===== config.mk =====
export PLATFORM = sky130hd
export DESIGN_NAME = div_unit_flat
export DESIGN_NICKNAME = d
export VERILOG_FILES = /design/src/rtl/div_pkg.sv /design/src/rtl/div_unit_if.sv /design/src/rtl/div_step.sv /design/src/rtl/div_unit.sv /design/src/flat_wrapper.sv
export SDC_FILE = /design/constraint.sdc
export NUM_CORES = 1
export LEC_CHECK = 0
export CAP_MARGIN = 20
export CORE_MARGIN = 4
export CORE_UTILIZATION = 59
export CTS_CLUSTER_DIAMETER = 150
export DETAILED_ROUTE_END_ITERATION = 10
export PLACE_DENSITY = 0.82
export REMOVE_ABC_BUFFERS = 1
export SYNTH_ARGS = -nofsm -noshare
export SYNTH_HDL_FRONTEND = slang
export SYNTH_HIERARCHICAL = 1
export SYNTH_SLANG_ARGS = --single-unit

===== constraint.sdc =====
create_clock -name clk_i -period 3.9 [get_ports clk_i]
set_input_delay 0.39 -clock clk_i [delete_from_list [all_inputs] [get_ports clk_i]]
set_output_delay 0.39 -clock clk_i [all_outputs]
set_load 0.02 [all_outputs]

===== src/rtl/div_pkg.sv =====
// Shared types and constants for the iterative RV32M divide/remainder unit.
package div_pkg;

  typedef enum logic [1:0] {
    DIV  = 2'b00,
    DIVU = 2'b01,
    REM  = 2'b10,
    REMU = 2'b11
  } div_op_e;

  typedef enum logic [1:0] {
    IDLE = 2'b00,
    CALC = 2'b01,
    DONE = 2'b10
  } div_state_e;

  // Wide enough for any practical DATA_W; the unit truncates it to its own width.
  localparam int unsigned DIV_MAX_W = 64;
  localparam logic [DIV_MAX_W-1:0] DIV_ZERO_Q = '1;

endpackage


===== src/rtl/div_unit_if.sv =====
// Request/response handshake bundle between ID/EX operand delivery, the divider and writeback.
interface div_unit_if #(
  parameter int DATA_W = 32,
  parameter int ADDR_W = 5
);
  import div_pkg::*;

  logic              valid_i;
  logic              ready_o;
  div_op_e           op_i;
  logic [DATA_W-1:0] rs1_data_i;
  logic [DATA_W-1:0] rs2_data_i;
  logic [ADDR_W-1:0] rd_addr_i;
  logic              kill_i;
  logic              valid_o;
  logic              ready_i;
  logic [DATA_W-1:0] result_o;
  logic [ADDR_W-1:0] rd_addr_o;
  logic              busy_o;

  modport master (
    output valid_i, op_i, rs1_data_i, rs2_data_i, rd_addr_i, kill_i, ready_i,
    input  ready_o, valid_o, result_o, rd_addr_o, busy_o
  );

  modport slave (
    input  valid_i, op_i, rs1_data_i, rs2_data_i, rd_addr_i, kill_i, ready_i,
    output ready_o, valid_o, result_o, rd_addr_o, busy_o
  );

endinterface


===== src/rtl/div_step.sv =====
// One radix-2 restoring division iteration: shift {rem,quo} left, trial-subtract the divisor.
module div_step #(
  parameter int DATA_W = 32
) (
  input  logic [DATA_W:0]   rem_in,
  input  logic [DATA_W-1:0] quo_in,
  input  logic [DATA_W-1:0] divisor,
  output logic [DATA_W:0]   rem_out,
  output logic [DATA_W-1:0] quo_out
);

  logic [DATA_W:0] shifted;
  logic [DATA_W:0] diff;
  logic            no_borrow;

  // A set top bit of the incoming remainder means the shifted value already exceeds any divisor.
  always_comb begin
    shifted   = {rem_in[DATA_W-1:0], quo_in[DATA_W-1]};
    diff      = shifted - {1'b0, divisor};
    no_borrow = rem_in[DATA_W] | ~diff[DATA_W];
    rem_out   = no_borrow ? diff : shifted;
    quo_out   = {quo_in[DATA_W-2:0], no_borrow};
  end

endmodule


===== src/rtl/div_unit.sv =====
// Iterative DIV/DIVU/REM/REMU unit, one quotient bit per cycle.
// Optional build macro DIV_FAST_SPECIAL_EN: divide-by-zero and signed overflow
// skip the iterations and go straight to DONE on the accepting edge.
//
// state | meaning
// IDLE  | ready for a request
// CALC  | iterating, cnt_q counts completed steps
// DONE  | result valid, waiting for writeback
module div_unit import div_pkg::*; #(
  parameter int DATA_W = 32,
  parameter int ADDR_W = 5
) (
  input  logic      clk_i,
  input  logic      rst_ni,
  div_unit_if.slave bus
);

  localparam int CNT_W = $clog2(DATA_W);
  localparam logic [DATA_W-1:0] MIN_NEG = {1'b1, {(DATA_W-1){1'b0}}};

  div_state_e        state_q, state_d;
  div_op_e           op_q, op_d;
  logic [DATA_W:0]   rem_q, rem_d;
  logic [DATA_W-1:0] quo_q, quo_d, dvs_q, dvs_d, rs1_q, rs1_d;
  logic [CNT_W-1:0]  cnt_q, cnt_d;
  logic [ADDR_W-1:0] rd_q, rd_d;
  logic              neg_quo_q, neg_quo_d, neg_rem_q, neg_rem_d;
  logic              zero_q, zero_d, ovf_q, ovf_d;

  logic [DATA_W:0]   step_rem;
  logic [DATA_W-1:0] step_quo;

  logic              is_signed, sign1, sign2, req_zero, req_ovf;
  logic [DATA_W-1:0] quo_fix, rem_fix, quo_res, rem_res;

  div_step #(.DATA_W(DATA_W)) u_step (
    .rem_in  (rem_q),
    .quo_in  (quo_q),
    .divisor (dvs_q),
    .rem_out (step_rem),
    .quo_out (step_quo)
  );

  // Request decode: signedness, operand signs and the two architecturally defined special cases.
  always_comb begin
    is_signed = (bus.op_i == DIV) || (bus.op_i == REM);
    sign1     = is_signed & bus.rs1_data_i[DATA_W-1];
    sign2     = is_signed & bus.rs2_data_i[DATA_W-1];
    req_zero  = (bus.rs2_data_i == '0);
    req_ovf   = is_signed && (bus.rs1_data_i == MIN_NEG) && (bus.rs2_data_i == '1);
  end

  // Next-state and datapath update; kill overrides every other transition.
  always_comb begin
    state_d   = state_q;
    op_d      = op_q;
    rem_d     = rem_q;
    quo_d     = quo_q;
    dvs_d     = dvs_q;
    rs1_d     = rs1_q;
    cnt_d     = cnt_q;
    rd_d      = rd_q;
    neg_quo_d = neg_quo_q;
    neg_rem_d = neg_rem_q;
    zero_d    = zero_q;
    ovf_d     = ovf_q;
    case (state_q)
      IDLE: begin
        if (bus.valid_i) begin
          op_d      = bus.op_i;
          rd_d      = bus.rd_addr_i;
          rs1_d     = bus.rs1_data_i;
          rem_d     = '0;
          quo_d     = sign1 ? -bus.rs1_data_i : bus.rs1_data_i;
          dvs_d     = sign2 ? -bus.rs2_data_i : bus.rs2_data_i;
          neg_quo_d = sign1 ^ sign2;
          neg_rem_d = sign1;
          zero_d    = req_zero;
          ovf_d     = req_ovf;
          cnt_d     = '0;
          state_d   = CALC;
`ifdef DIV_FAST_SPECIAL_EN
          if (req_zero || req_ovf) state_d = DONE;
`else
`endif
        end
      end
      CALC: begin
        rem_d = step_rem;
        quo_d = step_quo;
        cnt_d = cnt_q + 1'b1;
        if (cnt_q == CNT_W'(DATA_W - 1)) state_d = DONE;
      end
      DONE: begin
        if (bus.ready_i) state_d = IDLE;
      end
      default: state_d = IDLE;
    endcase
    if (bus.kill_i) state_d = IDLE;
  end

  // Sign correction and special-case override of the final result.
  always_comb begin
    quo_fix = neg_quo_q ? -quo_q : quo_q;
    rem_fix = neg_rem_q ? -rem_q[DATA_W-1:0] : rem_q[DATA_W-1:0];
    quo_res = quo_fix;
    rem_res = rem_fix;
    if (zero_q) begin
      quo_res = DATA_W'(DIV_ZERO_Q);
      rem_res = rs1_q;
    end else if (ovf_q) begin
      quo_res = MIN_NEG;
      rem_res = '0;
    end
  end

  assign bus.ready_o   = (state_q == IDLE);
  assign bus.busy_o    = (state_q != IDLE);
  assign bus.valid_o   = (state_q == DONE);
  assign bus.rd_addr_o = rd_q;
  assign bus.result_o  = (state_q != DONE) ? '0 :
                         ((op_q == REM) || (op_q == REMU)) ? rem_res : quo_res;

  // State and datapath registers.
  always_ff @(posedge clk_i or negedge rst_ni) begin
    if (!rst_ni) begin
      state_q   <= IDLE;
      op_q      <= DIV;
      rem_q     <= '0;
      quo_q     <= '0;
      dvs_q     <= '0;
      rs1_q     <= '0;
      cnt_q     <= '0;
      rd_q      <= '0;
      neg_quo_q <= 1'b0;
      neg_rem_q <= 1'b0;
      zero_q    <= 1'b0;
      ovf_q     <= 1'b0;
    end else begin
      state_q   <= state_d;
      op_q      <= op_d;
      rem_q     <= rem_d;
      quo_q     <= quo_d;
      dvs_q     <= dvs_d;
      rs1_q     <= rs1_d;
      cnt_q     <= cnt_d;
      rd_q      <= rd_d;
      neg_quo_q <= neg_quo_d;
      neg_rem_q <= neg_rem_d;
      zero_q    <= zero_d;
      ovf_q     <= ovf_d;
    end
  end

endmodule


===== src/flat_wrapper.sv =====
// flat-port wrapper written by rule: the top's interface ports become plain ports
module div_unit_flat import div_pkg::*;
#(
  parameter int DATA_W = 32,
  parameter int ADDR_W = 5
)
  (clk_i, rst_ni, bus_valid_i, bus_op_i, bus_rs1_data_i, bus_rs2_data_i, bus_rd_addr_i, bus_kill_i, bus_ready_i, bus_ready_o, bus_valid_o, bus_result_o, bus_rd_addr_o, bus_busy_o);
  div_unit_if #(.DATA_W(DATA_W), .ADDR_W(ADDR_W)) bus_i ();
  input  logic clk_i;
  input  logic rst_ni;
  input wire logic [$bits(bus_i.valid_i)-1:0] bus_valid_i;
  input wire logic [$bits(bus_i.op_i)-1:0] bus_op_i;
  input wire logic [$bits(bus_i.rs1_data_i)-1:0] bus_rs1_data_i;
  input wire logic [$bits(bus_i.rs2_data_i)-1:0] bus_rs2_data_i;
  input wire logic [$bits(bus_i.rd_addr_i)-1:0] bus_rd_addr_i;
  input wire logic [$bits(bus_i.kill_i)-1:0] bus_kill_i;
  input wire logic [$bits(bus_i.ready_i)-1:0] bus_ready_i;
  output wire logic [$bits(bus_i.ready_o)-1:0] bus_ready_o;
  output wire logic [$bits(bus_i.valid_o)-1:0] bus_valid_o;
  output wire logic [$bits(bus_i.result_o)-1:0] bus_result_o;
  output wire logic [$bits(bus_i.rd_addr_o)-1:0] bus_rd_addr_o;
  output wire logic [$bits(bus_i.busy_o)-1:0] bus_busy_o;
  assign bus_i.valid_i = bus_valid_i;
  assign bus_i.op_i = bus_op_i;
  assign bus_i.rs1_data_i = bus_rs1_data_i;
  assign bus_i.rs2_data_i = bus_rs2_data_i;
  assign bus_i.rd_addr_i = bus_rd_addr_i;
  assign bus_i.kill_i = bus_kill_i;
  assign bus_i.ready_i = bus_ready_i;
  assign bus_ready_o = bus_i.ready_o;
  assign bus_valid_o = bus_i.valid_o;
  assign bus_result_o = bus_i.result_o;
  assign bus_rd_addr_o = bus_i.rd_addr_o;
  assign bus_busy_o = bus_i.busy_o;
  div_unit #(.DATA_W(DATA_W), .ADDR_W(ADDR_W)) u_core (.clk_i(clk_i), .rst_ni(rst_ni), .bus(bus_i));
endmodule

; ---- Yosys cells after proc, flatten, opt, wreduce, memory -nomap -nowiden
; Cells that the tools add are included.
[word_totals]
wordCells = 70
in_bits = 76
output_inout_bits = 40
reg_bits = 147
[op_classes]
n_bitwise = 5
n_addsub = 6
eq_ne = 13
n_reduce_logical = 12
mux = 22
[op_table]
columns = operator, count
row1 = $mux 32, 11
row2 = $neg 32->32, 4
row3 = $mux 33, 2
row4 = $pmux 33 s2, 1
row5 = $eq 32x32->1 const B, 2
row6 = $pmux 32 s2, 1
row7 = $sub 33x32->33, 1
row8 = $logic_not 32->1, 1
row9 = $pmux 5 s2, 1
row10 = $eq 2x2->1 const B, 4
row11 = $mux 2, 4
row12 = $ne 3x3->1 const B, 2
row13 = $pmux 2 s3, 1
row14 = $add 5x1->5 const B, 1
row15 = $eq 5x5->1 const B, 1
row16 = $mux 5, 1
row17 = $logic_not 2->1, 2
row18 = $ne 2x2->1 const B, 2
row19 = $reduce_and 2->1, 2
row20 = $reduce_bool 2->1, 2
row21 = $ne 3x2->1 const B, 1
row22 = $reduce_and 3->1, 1
row23 = $and 1x1->1, 2
row24 = $eq 2x1->1 const B, 1
row25 = other kinds (5), 7

; ---- Longest topological paths before layout
[logic_depth]
word_depth = 6
mapped_depth = 16
ltp_nobuf = 14

; ---- Modules after synthesis
; The synthesis kept the hierarchy.
[modules_own_cells]
columns = module, seq_area_each_um2, instances, cells_per_inst, area_each_um2
row1 = div_unit, 3653.5, 1, 1160, 9312.7
row2 = div_step, 0.0, 1, 379, 2593.7

; ---- Worst setup path before layout
; Ideal clock, no wire load.
[synth_path]
path_type = register to output
from = register u_core.quo_q[5]
to = output port bus_result_o[31]
slack_ns = 0.551
path_buffers = 2
required_ns = 3.510
arrival_time_ns = 2.959
path_stages_with_launch = 9
path_cell_list = dfrtp_1 > or4_1 > buf_6 > or3_4 > buf_6 > or4_4 > o41ai_4 > xor2_1 > a311oi_1
[synth_via]
elab_chain_len = 6
[synth_rtl]
columns = item, line
row1 = start: declaration, div_unit.sv:24  ; logic [DATA_W-1:0] quo_q, quo_d, dvs_q, dvs_d, rs1_q, rs1_d;
row2 = start signal: assignment, div_unit.sv:143  ; quo_q <= quo_d;
row3 = $neg 32->32, div_unit.sv:104  ; quo_fix = neg_quo_q ? -quo_q : quo_q;
row4 = $mux 32, div_unit.sv:104
row5 = $mux 32, div_unit.sv:111  ; end else if (ovf_q) begin
row6 = $mux 32, div_unit.sv:108  ; if (zero_q) begin
row7 = $mux 32, div_unit.sv:122  ; ((op_q == REM) || (op_q == REMU)) ? rem_res : quo_res;
row8 = $mux 32, div_unit.sv:121  ; assign bus.result_o = (state_q != DONE) ? '0 :
row9 = end: declaration, flat_wrapper.sv:20  ; output wire logic [$bits(bus_i.result_o)-1:0] bus_result_o;
; No other way between the ends.

; ---- Worst setup path in the final report
[layout_path]
from = register u_core.quo_q[5]
to = output port bus_result_o[16]
; The elaborated chain is that of the path after synthesis.

==> results.yml <==
synthesis:
  synth_cell_type_count: 78
  syn_area_mm2: 0.0119
  seq_area_frac_synth: 0.307
  synth-edff-count: 0
  netlist_instances: 1539
  synthArstFlopShare: 1.00
  synth.avg_cell_area_um2: 7.74
  synth_flop_cell: "dfrtp_1"
  yosys_warnings: 6
  ys_seq_elements: 146
worst_hold_path:
  hold_class: "input pin to async pin"
clock_tree:
  cts_tree: "yes"
  cts.sinks: 146
  cts_root_buffer: "clkbuf_16"
  cts_hold_buf: 0
  cts_buffer_depth: 2
  clock_latency_ps: 430
  clkTransAtPathRegs_ps: 60
  cts_buffers: 17
  htree_num_levels: 4
power:
  p_per_area_mw_per_mm2: 584
  p_leak_nw: 5.92
  ir_drop_mv: 0.388
sta:
  clock_skew_ps: 16.6
  maxSlewViolCount: 0
  fmax_mhz: 265
  slew-limit-headroom: 0.208
  timing.final.crit_period_ps: 3770
  finalSetupViolations: 0
  worstMarginPinSlew_ps: 1190
  rsz0062_at_grt: "no"
  finalHoldViolCount: 0
  fin_crit_sh: 0.968
finish:
  antenna_cells: 0
  layout_commonest_cell: "nand2_1"
  regArea_mm2: 0.00365
  area_growth_pct: 15.6
  final_cell_mix: "nand2_1, o21ai_0, dfrtp_1, nor2_1, clkdlybuf4s50_1"
  fin_area_mm2: 0.0138
  fillers: 1670
  finalNetCount: 1712
  multiInputGateArea_mm2: 0.00746
  post-route-util: 0.700
  drive_above_1_share: 0.0846
job:
  max_cap_viol_count: 0
drt:
  wl_per_cell_um: 19.8
  drc: 0
  vias: 12100
  drt_iter0_markers: 1460
  drt_wl_total_um: 37100
  firstDrtPassIters: 6
  vias_per_cell: 6.45
  antenna_left: 0
placed_design:
  place_congestion: 0.956
  place_hpwl_um: 26400
  io_buffers: 115
  dpl_cell_area_mm2: 0.0131
setup_path:
  worstPathArrival_ps: 3380
  crit_fanout: 9
  endpoint_kind: "output port"
  cp-start-kind: "register"
  cp_top_family: "simple AND/OR/NAND/NOR gates"
  cp_num_buf_inv: 2
  path_cells: "or4_1, buf_4, or3_2, o31ai_1, xor2_1, nor2_1, o311a_1, dlygate4sd2_1"
  crit_start: "u_core/quo_q[5]$_DFFE_PN0P_"
  path_class: "register to output port"
  cp_slowest_cell: "or4_1"
  cp_slowest_stage_delay_ps: 580
  crit_required_ps: 3510
  r2r_start: "u_core/quo_q[31]$_DFFE_PN0P_"
global_routing:
  grt_overflow: 0
  grt_max_degree: 91
  grt_usage: 0.330
  antenna_found_initial: 1
  grt_pass1_wl_um: 59400
  first_global_vias: 11500
die:
  io_pins: 116
  core_mm2: 0.0197
  row_count: 51
  die_x_um: 150
  die_h_um: 150
  dieArea_mm2: 0.0225
  initial_core_util: 0.606
run_status:
  outcome: "finished, final reports clean"
## state kept, by name (all words and copies together), names as in the netlist
| signal | cells |
|---|---|
| u_core/rs1_q | 32 |
| u_core/neg_quo_q | 1 |
| u_core/state_q | 2 |
| u_core/neg_rem_q | 1 |
| u_core/dvs_q | 32 |
| u_core/bus.rd_addr_o | 5 |
| u_core/zero_q | 1 |
| u_core/op_q | 1 |
| u_core/rem_q | 33 |
| u_core/ovf_q | 1 |
| u_core/cnt_q | 5 |
| u_core/quo_q | 32 |
## routing by layer
layer	share of wire	track usage
met1	0.42	0.462
met4	0.038	0.140
met5	0	0
met3	0.090	0.0497
met2	0.45	0.510
## where the power goes
| part | internal [mW] | total [mW] | switching, mW |
|---|---|---|---|
| logic | 1.76 | 4.14 | 2.38 |
| clock network | 0.895 | 1.64 | 0.741 |
| registers | 1.81 | 2.27 | 0.453 |
## worst register-to-register path, delay by kind of cell (launching register included)
kind,cells,cell delay (ps)
AOI/OAI and AO/OA,6,1380
adders and majority gates,2,620
buffers and inverters,3,380
and+or+nand+nor,3,380
muxes,1,380
DFF,1,350
## synthesized netlist by cell type, types with 5 or more instances
master / number / share of area
nand2_1: 283 / 0.089
o21ai_0: 171 / 0.072
dfrtp_1: 146 / 0.31
nor2_1: 102 / 0.032
a21oi_1: 84 / 0.035
xnor2_1: 75 / 0.055
clkbuf_1: 67 / 0.021
inv_1: 61 / 0.019
xor2_1: 54 / 0.040
ha_1: 39 / 0.041
buf_4: 33 / 0.021
o31ai_1: 30 / 0.019
a22oi_1: 26 / 0.016
o41ai_1: 25 / 0.018
nand4_1: 22 / 0.012
mux2_2: 21 / 0.020
nor3_1: 21 / 0.0088
nand3_1: 20 / 0.0084
a31oi_1: 18 / 0.0095
nand2b_1: 18 / 0.0095
or3_1: 18 / 0.0095
nor4_1: 15 / 0.0079
or4_1: 15 / 0.0095
o22ai_1: 14 / 0.0074
a21o_1: 13 / 0.0082
nor2b_1: 9 / 0.0047
o211ai_1: 9 / 0.0057
buf_1: 8 / 0.0025
o21a_1: 8 / 0.0050
buf_6: 7 / 0.0066
a211oi_1: 6 / 0.0038
and3_1: 6 / 0.0032
o31a_1: 6 / 0.0044
a21boi_0: 5 / 0.0032
mux2_4: 5 / 0.0063
## stage by stage
| step | total power [mW] | hold slack (ps) | std cells | setup slack [ps] | setup TNS, ps |
|---|---|---|---|---|---|
| 2_1_floorplan | 4.98 | 94.4 | 1419 | -886 | -20200 |
| 3_3_place_gp | 6.07 | 454 | 1841 | 294 | 0 |
| 3_5_place_dp | 6.18 | 457 | 1841 | 206 | 0 |
| 4_1_cts | 7.90 | 80.6 | 1872 | 7.39 | 0 |
| 5_1_grt | 8.52 | 109 | 1873 | 1.00 | 0 |
| 6_report | 8.04 | 48.9 | 1873 | 125 | 0 |
## worst paths after layout
| check | to | slack (ps) | cells past startpoint |
|---|---|---|---|
| setup / recovery | bus_result_o[16] | 130 | 8 |
| setup reg to reg | u_core/rem_q[2]$_DFFE_PN0P_ | 230 | 15 |
| max in group asynchronous | u_core/rs1_q[14]$_DFFE_PN0P_ | 3000 | 2 |
| hold reg to reg | u_core/bus.rd_addr_o[1]$_DFFE_PN0P_ | 470 | 2 |
| hold / removal | u_core/dvs_q[29]$_DFFE_PN0P_ | 50 | 1 |
| min in group clk_i | u_core/bus.rd_addr_o[1]$_DFFE_PN0P_ | 470 | 2 |
## layout make-up
class,count,area share
multi-input cells,1211,0.542
flip-flops and latches,146,0.266
repair buffers,158,0.110
clock buffers,17,0.0309
well taps,265,0.0241
inverters,62,0.0169
clock inverters,14,0.0105
## cell families (layout without fill, tap and decap cells)
group           Yosys count  after routing  share of synthesized area
simple gates            558            558                      0.214
fa+ha+maj                40             40                     0.0427
xor+xnor                129            129                     0.0949
compound gates          454            454                      0.239
mux                      30             30                     0.0295
buf+inv                 182            251                     0.0736
flops                   146            146                      0.307
## repair_timing
| action | 4_1_cts | 5_1_grt |
|---|---|---|
| setup endpoints to repair | 19 | 15 |
| gates resized for setup | 11 | 17 |
| pin swaps | 1 | 1 |
| buffers inserted | 0 | 1 |
Note: power is estimated with default switching activity, not from simulation.
